--- config.mk ---
export PLATFORM = sky130hd
export DESIGN_NAME = stack_ctrl_flat
export DESIGN_NICKNAME = d
export VERILOG_FILES = /design/src/rtl/stack_ctrl_if.sv /design/src/rtl/stack_ctrl.sv /design/src/flat_wrapper.sv
export SDC_FILE = /design/constraint.sdc
export NUM_CORES = 1
export LEC_CHECK = 0
export ABC_CLOCK_PERIOD_IN_PS = 5200
export CAP_MARGIN = 0
export CORE_ASPECT_RATIO = 0.7
export CORE_MARGIN = 2
export CORE_UTILIZATION = 50
export DETAILED_ROUTE_END_ITERATION = 7
export GPL_TIMING_DRIVEN = 0
export HOLD_SLACK_MARGIN = 0.05
export PLACE_DENSITY = 0.74
export SLEW_MARGIN = 10
export SYNTH_ARGS = -nofsm -noshare
export SYNTH_HDL_FRONTEND = slang
export SYNTH_SLANG_ARGS = --single-unit
--- constraint.sdc ---
create_clock -name clk -period 5.2 [get_ports clk]
set_clock_uncertainty 0.1 [all_clocks]
set_input_delay 1.04 -clock clk [delete_from_list [all_inputs] [get_ports clk]]
set_output_delay 1.04 -clock clk [all_outputs]
set_load 0.005 [all_outputs]
--- src/rtl/stack_ctrl_if.sv ---
// Request/status bundle between a call/return sequencer and stack_ctrl,
// plus the strobes stack_ctrl issues to the register-file stack.
interface stack_ctrl_if;
  logic       sc_call;
  logic       sc_ret;
  logic       sc_clr;
  logic       sc_ready;
  logic       sc_empty;
  logic       sc_full;
  logic       sc_overflow;
  logic       sc_underflow;
  logic       sc_conflict;
  logic       rf_stack_push;
  logic       rf_stack_pop;
  logic [5:0] rf_stack_pointer;

  modport master (
    output sc_call, sc_ret, sc_clr,
    input  sc_ready, sc_empty, sc_full, sc_overflow, sc_underflow, sc_conflict,
    input  rf_stack_push, rf_stack_pop, rf_stack_pointer
  );

  modport slave (
    input  sc_call, sc_ret, sc_clr,
    output sc_ready, sc_empty, sc_full, sc_overflow, sc_underflow, sc_conflict,
    output rf_stack_push, rf_stack_pop, rf_stack_pointer
  );
endinterface

--- src/rtl/stack_ctrl.sv ---
// Call/return frame-pointer controller: one push or pop per accepted request,
// a programmable settle gap afterwards, and sticky error flags for bad requests.
module stack_ctrl #(
  parameter int DEPTH  = 8,
  parameter int SETTLE = 1
) (
  input logic         clk,
  input logic         rst,
  stack_ctrl_if.slave sc
);
  typedef enum logic [1:0] {IDLE, PUSH, POP, HOLD} state_e;

  localparam logic [5:0] DEPTH_P   = 6'(DEPTH);
  localparam logic [2:0] HOLD_INIT = (SETTLE > 0) ? 3'(SETTLE - 1) : 3'd0;
  localparam state_e     AFTER_OP  = (SETTLE == 0) ? IDLE : HOLD;

  state_e     state_q;
  logic [5:0] sp_q, ptr_q;
  logic [2:0] cnt_q;
  logic       ready_q, push_q, pop_q;
  logic       ovf_q, unf_q, cnf_q;
  logic       ovf_d, unf_d, cnf_d;
  logic       idle, call_only, ret_only, do_push, do_pop;

  assign idle      = (state_q == IDLE);
  assign call_only = sc.sc_call & ~sc.sc_ret;
  assign ret_only  = sc.sc_ret & ~sc.sc_call;
  assign do_push   = idle & call_only & (sp_q != DEPTH_P);
  assign do_pop    = idle & ret_only & (sp_q != 6'd0);

  // A flag raised in the same cycle as a clear stays set.
  assign ovf_d = (idle & call_only & (sp_q == DEPTH_P)) | (ovf_q & ~sc.sc_clr);
  assign unf_d = (idle & ret_only & (sp_q == 6'd0))     | (unf_q & ~sc.sc_clr);
  assign cnf_d = (idle & sc.sc_call & sc.sc_ret)        | (cnf_q & ~sc.sc_clr);

  always_ff @(posedge clk) begin
    if (rst) begin
      state_q <= IDLE;
      sp_q    <= 6'd0;
      ptr_q   <= 6'd0;
      cnt_q   <= 3'd0;
      ready_q <= 1'b1;
      push_q  <= 1'b0;
      pop_q   <= 1'b0;
      ovf_q   <= 1'b0;
      unf_q   <= 1'b0;
      cnf_q   <= 1'b0;
    end else begin
      ovf_q  <= ovf_d;
      unf_q  <= unf_d;
      cnf_q  <= cnf_d;
      push_q <= 1'b0;
      pop_q  <= 1'b0;
      case (state_q)
        IDLE: begin
          if (do_push) begin
            state_q <= PUSH;
            push_q  <= 1'b1;
            ptr_q   <= sp_q + 6'd1;
            ready_q <= 1'b0;
          end else if (do_pop) begin
            state_q <= POP;
            pop_q   <= 1'b1;
            ready_q <= 1'b0;
          end
        end
        PUSH: begin
          // ptr_q already holds sp+1, which is the new sp
          sp_q    <= sp_q + 6'd1;
          state_q <= AFTER_OP;
          cnt_q   <= HOLD_INIT;
          ready_q <= (SETTLE == 0);
        end
        POP: begin
          sp_q    <= sp_q - 6'd1;
          ptr_q   <= sp_q - 6'd1;
          state_q <= AFTER_OP;
          cnt_q   <= HOLD_INIT;
          ready_q <= (SETTLE == 0);
        end
        HOLD: begin
          if (cnt_q == 3'd0) begin
            state_q <= IDLE;
            ready_q <= 1'b1;
          end else begin
            cnt_q <= cnt_q - 3'd1;
          end
        end
        default: begin
          state_q <= IDLE;
          ready_q <= 1'b1;
        end
      endcase
    end
  end

  assign sc.sc_ready         = ready_q;
  assign sc.sc_empty         = (sp_q == 6'd0);
  assign sc.sc_full          = (sp_q == DEPTH_P);
  assign sc.sc_overflow      = ovf_q;
  assign sc.sc_underflow     = unf_q;
  assign sc.sc_conflict      = cnf_q;
  assign sc.rf_stack_push    = push_q;
  assign sc.rf_stack_pop     = pop_q;
  assign sc.rf_stack_pointer = ptr_q;
endmodule

--- src/flat_wrapper.sv ---
// flat-port wrapper written by rule: the top's interface ports become plain ports
module stack_ctrl_flat 
#(
  parameter int DEPTH  = 8,
  parameter int SETTLE = 1
)
  (clk, rst, sc_sc_call, sc_sc_ret, sc_sc_clr, sc_sc_ready, sc_sc_empty, sc_sc_full, sc_sc_overflow, sc_sc_underflow, sc_sc_conflict, sc_rf_stack_push, sc_rf_stack_pop, sc_rf_stack_pointer);
  stack_ctrl_if sc_i ();
  input logic clk;
  input logic rst;
  input wire logic [$bits(sc_i.sc_call)-1:0] sc_sc_call;
  input wire logic [$bits(sc_i.sc_ret)-1:0] sc_sc_ret;
  input wire logic [$bits(sc_i.sc_clr)-1:0] sc_sc_clr;
  output wire logic [$bits(sc_i.sc_ready)-1:0] sc_sc_ready;
  output wire logic [$bits(sc_i.sc_empty)-1:0] sc_sc_empty;
  output wire logic [$bits(sc_i.sc_full)-1:0] sc_sc_full;
  output wire logic [$bits(sc_i.sc_overflow)-1:0] sc_sc_overflow;
  output wire logic [$bits(sc_i.sc_underflow)-1:0] sc_sc_underflow;
  output wire logic [$bits(sc_i.sc_conflict)-1:0] sc_sc_conflict;
  output wire logic [$bits(sc_i.rf_stack_push)-1:0] sc_rf_stack_push;
  output wire logic [$bits(sc_i.rf_stack_pop)-1:0] sc_rf_stack_pop;
  output wire logic [$bits(sc_i.rf_stack_pointer)-1:0] sc_rf_stack_pointer;
  assign sc_i.sc_call = sc_sc_call;
  assign sc_i.sc_ret = sc_sc_ret;
  assign sc_i.sc_clr = sc_sc_clr;
  assign sc_sc_ready = sc_i.sc_ready;
  assign sc_sc_empty = sc_i.sc_empty;
  assign sc_sc_full = sc_i.sc_full;
  assign sc_sc_overflow = sc_i.sc_overflow;
  assign sc_sc_underflow = sc_i.sc_underflow;
  assign sc_sc_conflict = sc_i.sc_conflict;
  assign sc_rf_stack_push = sc_i.rf_stack_push;
  assign sc_rf_stack_pop = sc_i.rf_stack_pop;
  assign sc_rf_stack_pointer = sc_i.rf_stack_pointer;
  stack_ctrl #(.DEPTH(DEPTH), .SETTLE(SETTLE)) u_core (.clk(clk), .rst(rst), .sc(sc_i));
endmodule
; ---- Word level (Yosys, flattened, before mapping)
; Cells that the tools add are included.
[word_totals]
ff_bits = 23
inputBits = 5
output_inout_bits = 14
[op_classes]
addsub = 3
n_eq_ne = 9
muxes = 15
n_bitwise = 20
n_reduce_logical = 13
[op_table]
columns = op, n
row1 = $pmux W6 S2, 2
row2 = $and A1 B1 Y1, 13
row3 = $add A6 B1 Y6 const B, 1
row4 = $eq A6 B4 Y1 const B, 1
row5 = $logic_not A6 Y1, 1
row6 = $mux W2, 3
row7 = $mux W6, 1
row8 = $ne A6 B4 Y1 const B, 1
row9 = $pmux W2 S3, 1
row10 = $pmux W3 S2, 1
row11 = $reduce_and A2 Y1, 3
row12 = $reduce_bool A2 Y1, 3
row13 = $reduce_bool A6 Y1, 1
row14 = $sub A6 B1 Y6 const B, 1
row15 = $mux W1, 5
row16 = $eq A2 B2 Y1 const B, 2
row17 = $ne A2 B2 Y1 const B, 2
row18 = $not A1 Y1, 4
row19 = $reduce_or A2 Y1, 2
row20 = $logic_not A3 Y1, 1
row21 = $mux W3, 1
row22 = $ne A3 B3 Y1 const B, 1
row23 = $or A1 B1 Y1, 3
row24 = $pmux W1 S3, 1
row25 = 5 further kinds, 5

; ---- Logic depth before layout (Yosys ltp)
[depth]
word_depth = 7
depth_mapped = 9

; ---- Worst setup path after synthesis
; No wires, ideal clock.
[synth_path]
path_type = reg2out
startpoint = register u_core.sp_q[1]
endpoint = output port sc_sc_empty
t_arrival_ps = 1098
required_time_ps = 4060
setup_slack_ps = 2962
path_stages_with_launch = 4
n_path_buf = 1
cell_sequence = dfxtp_1 > buf_6 > or3_4 > nor3_1
[synth_via]
elab_chain_len = 1
[synth_lines]
columns = element, line_no
row1 = start: declaration, stack_ctrl.sv:18  ; logic [5:0] sp_q, ptr_q;
row2 = start signal: assignment, stack_ctrl.sv:69  ; sp_q <= sp_q + 6'd1;
row3 = start signal: assignment, stack_ctrl.sv:75  ; sp_q <= sp_q - 6'd1;
row4 = $logic_not A6 Y1, stack_ctrl.sv:98  ; assign sc.sc_empty = (sp_q == 6'd0);
row5 = end: declaration, flat_wrapper.sv:15  ; output wire logic [$bits(sc_i.sc_empty)-1:0] sc_sc_empty;
; No other way between the ends.

; ---- Final worst setup path
[layout_path]
startpoint = register u_core.sp_q[0]
endpoint = output port sc_sc_empty
; The elaborated chain is that of the path after synthesis.

==> results.sh <==
export IMPL_status="completed"
export IMPL_avgSynthCellArea_um2=8.57
export IMPL_synth_area_um2=1410
export IMPL_grt_max_degree=13
export IMPL_grt_pass1_vias=1107
export IMPL_cts_sinks=23
export IMPL_whs_path_depth=2
export IMPL_synthesis_nets=177
export IMPL_grt_pass1_wl_um=4920
export IMPL_r2r_slack_ns=2.82
export IMPL_design_area_um2=1680
export IMPL_drc_errors=0
export IMPL_fp_dieW_um=67.4
export IMPL_place_inst=218
export IMPL_crit_path_top_delay_cell="clkdlybuf4s50_1"
export IMPL_ir_drop_mv=0.236
export IMPL_ys_seq_area_share_pct=32.8
export IMPL_worstSetupEndpointType="output port"
export IMPL_ff_latch_area_um2=460
export IMPL_finalSetupViolations=0
export IMPL_drt_wl_total_um=2980
export IMPL_netSwitchingPower_uw=387
export IMPL_startpoint="u_core.sp_q[0]"
export IMPL_synth_distinct_cells=47
export IMPL_globalplace_congestion=0.907
export IMPL_vias=1261
export IMPL_crit_type="reg -> out"
export IMPL_cts_hold_fix_buffers=0
export IMPL_slew_viol_final=0
export IMPL_async_flop_share_pct=0
export IMPL_antenna_found_initial=0
export IMPL_vias_per_cell=5.68
export IMPL_power_leakage_nw=0.660
export IMPL_die_area_um2=3260
export IMPL_critPathLaunchType="flop"
export IMPL_fin_nets=200
export IMPL_final_antenna_net_count=0
export IMPL_drv_cap=0
export IMPL_yosysWarnings=0
export IMPL_io_buffers=18
export IMPL_utilization_pct=61.1
export IMPL_cp_max_fo=9
export IMPL_grt_remaining_overflow=0
export IMPL_cp_arrival_ns=2.01
export IMPL_clockRootBuffer="clkbuf_8"
export IMPL_path_clk_slew_ns=0.07
export IMPL_place_area_um2=1630
export IMPL_synthToLayoutAreaGrowth_pct=19.2
export IMPL_cp_slowest_stage_delay_ns=0.57
export IMPL_synthesis_instances=164
export IMPL_die_y_um=48.4
export IMPL_min_from="u_core.sc.rf_stack_pointer[1]"
export IMPL_dp_hpwl_um=2220
export IMPL_finalCriticalPeriod_ns=3.15
export IMPL_clkLatencyLatePin_ns=0.26
export IMPL_grt_use_total_pct=19.7
export IMPL_cts_tree="built"
export IMPL_cts_buffers=3
export IMPL_p_per_area_nw_per_um2=553
export IMPL_seqPwrFrac_pct=28.1
export IMPL_htree_levels=1
export IMPL_drive_gt1_share_pct=8.60
export IMPL_antenna_cells=0
export IMPL_reg2regPathDepth=9
export IMPL_wire_per_inst_um=13.4
export IMPL_p_comb_share_pct=60.4
export IMPL_required_ns=4.06
export IMPL_synth_main_ff_cell="dfxtp_1"
export IMPL_core_um2=2740
export IMPL_row_count=16
export IMPL_cts_buffer_depth=2
export IMPL_firstDrtPassIters=4
export IMPL_post_cts_resized=0
export IMPL_tightestPinTransition_ns=0.507
export IMPL_clock_power_share_pct=11.5
export IMPL_cts_setup_buffers=0
export IMPL_num_fill_cells=234
export IMPL_hold_path_class="reg -> reg"
export IMPL_io_pins=19
export IMPL_r2r_end="u_core.sc.rf_stack_pointer[4]"
export IMPL_finalSetupTns_ns=0
export IMPL_period_share_pct=60.5
export IMPL_fin_cells=222
export IMPL_sw_frac_of_total_pct=41.8
export IMPL_finalHoldViolCount=0
export IMPL_cp_cell_sequence="buf_2 > or2_2 > nor3_1 > clkdlybuf4s50_1"
export IMPL_p_int_uw=539
export IMPL_timing_fmax_mhz=318
export IMPL_synth_edf_count=0
export IMPL_slew_headroom_pct=66.1
export IMPL_ys_seq_elements=23
export IMPL_whs_endpoint="u_core.sc.rf_stack_pointer[1]"
export IMPL_multi_input_area_um2=853
export IMPL_r2r_start="u_core.state_q[0]"
export IMPL_rsz0062_at_grt="no"
export IMPL_drt_iter0_markers=96
export IMPL_start_util_pct=51.2
cells by family after synthesis:
| kind of cell | count (synthesis) | synth area share [%] |
|---|---|---|
| flip-flops | 23 | 32.8 |
| buffers and inverters | 19 | 6.50 |
| adder cells (fa/ha/maj) | 8 | 7.12 |
| AO/OA/AOI/OAI | 40 | 22.4 |
| XOR/XNOR | 6 | 3.74 |
| multiplexers | 5 | 3.65 |
| AND/OR/NAND/NOR | 63 | 23.8 |
registers in the layout, indices dropped and copies added (netlist names), 2 cells and up:
| register | cells |
|---|---|
| u_core.sp_q | 6 |
| u_core.sc.rf_stack_pointer | 6 |
| u_core.state_q | 2 |
| u_core.cnt_q | 3 |
worst max-delay path: cells and delay by family (launching register included):
kind                   cells  cell delay, ns
buffers and inverters      2            0.74
DFF                        1            0.31
and+or+nand+nor            2            0.69
Yosys cell counts, types with 3 or more instances:
| cell type | count | area [um^2] |
|---|---|---|
| a211oi_1 | 4 | 30.0 |
| a21oi_1 | 8 | 40.0 |
| buf_2 | 4 | 20.0 |
| dfxtp_1 | 23 | 460 |
| ha_1 | 8 | 100 |
| inv_1 | 10 | 37.5 |
| mux2i_1 | 4 | 40.0 |
| nand2_1 | 10 | 37.5 |
| nand2b_1 | 3 | 18.8 |
| nand3_1 | 4 | 20.0 |
| nor2_1 | 17 | 63.8 |
| nor2b_1 | 8 | 50.1 |
| nor3_1 | 6 | 30.0 |
| o211ai_1 | 3 | 22.5 |
| o21a_1 | 4 | 30.0 |
| o21ai_0 | 3 | 15.0 |
| or2_2 | 3 | 18.8 |
| xnor2_1 | 4 | 35.0 |
worst max path at each step:
stage / end
floorplan: sc_sc_empty
global placement: sc_sc_empty
detailed placement: sc_sc_empty
CTS: sc_sc_empty
global route: sc_sc_empty
finish: sc_sc_empty
layout by cell type, fill, tap and decap left out, types with 4 or more instances in the layout:
cell type,count
o21a_1,4
a211oi_1,4
ha_1,8
nor2b_1,8
nor3_1,6
clkdlybuf4s50_1,18
a21oi_1,8
nor2_1,17
nand3_1,4
buf_2,4
nand2_1,10
mux2i_1,4
xnor2_1,4
inv_1,10
dfxtp_1,23
through the flow:
step                      worst slack (ns)  hold WS, ns  power [mW]
final                                 2.05        0.377       0.926
after global routing                  1.93        0.391        1.01
after CTS                             2.04        0.375       0.930
after detailed placement              2.34        0.364       0.816
after global placement                2.35        0.356       0.808
after floorplan                       2.96        0.360       0.660
power by group through the flow:
stage | Sequential (mW) | Clock [mW] | Combinational, mW
after CTS | 0.259 | 0.113 | 0.558
after global routing | 0.267 | 0.121 | 0.626
after global placement | 0.260 | 0 | 0.548
after floorplan | 0.258 | 0 | 0.402
final | 0.260 | 0.106 | 0.560
after detailed placement | 0.263 | 0 | 0.553
metal layers:
| metal | vias up | global-route usage (%) | part of all wire (%) |
|---|---|---|---|
| met5 | - | 0 | 0 |
| met1 | 579 | 29.1 | 52 |
| met2 | 47 | 27.9 | 40 |
| met3 | 5 | 6.51 | 7.9 |
| met4 | 0 | 4.42 | 0.77 |
| li1 | 630 | - | - |
final cells by class:
cell class / instances / share of cell area, %
Inverter: 11 / 2.46
Multi-Input combinational cell: 122 / 50.9
Tap cell: 36 / 2.69
Timing Repair Buffer: 18 / 10.8
Clock buffer: 4 / 2.69
Sequential cell: 23 / 27.5
Buffer: 8 / 2.99
Power figures use the tool's default switching activity.
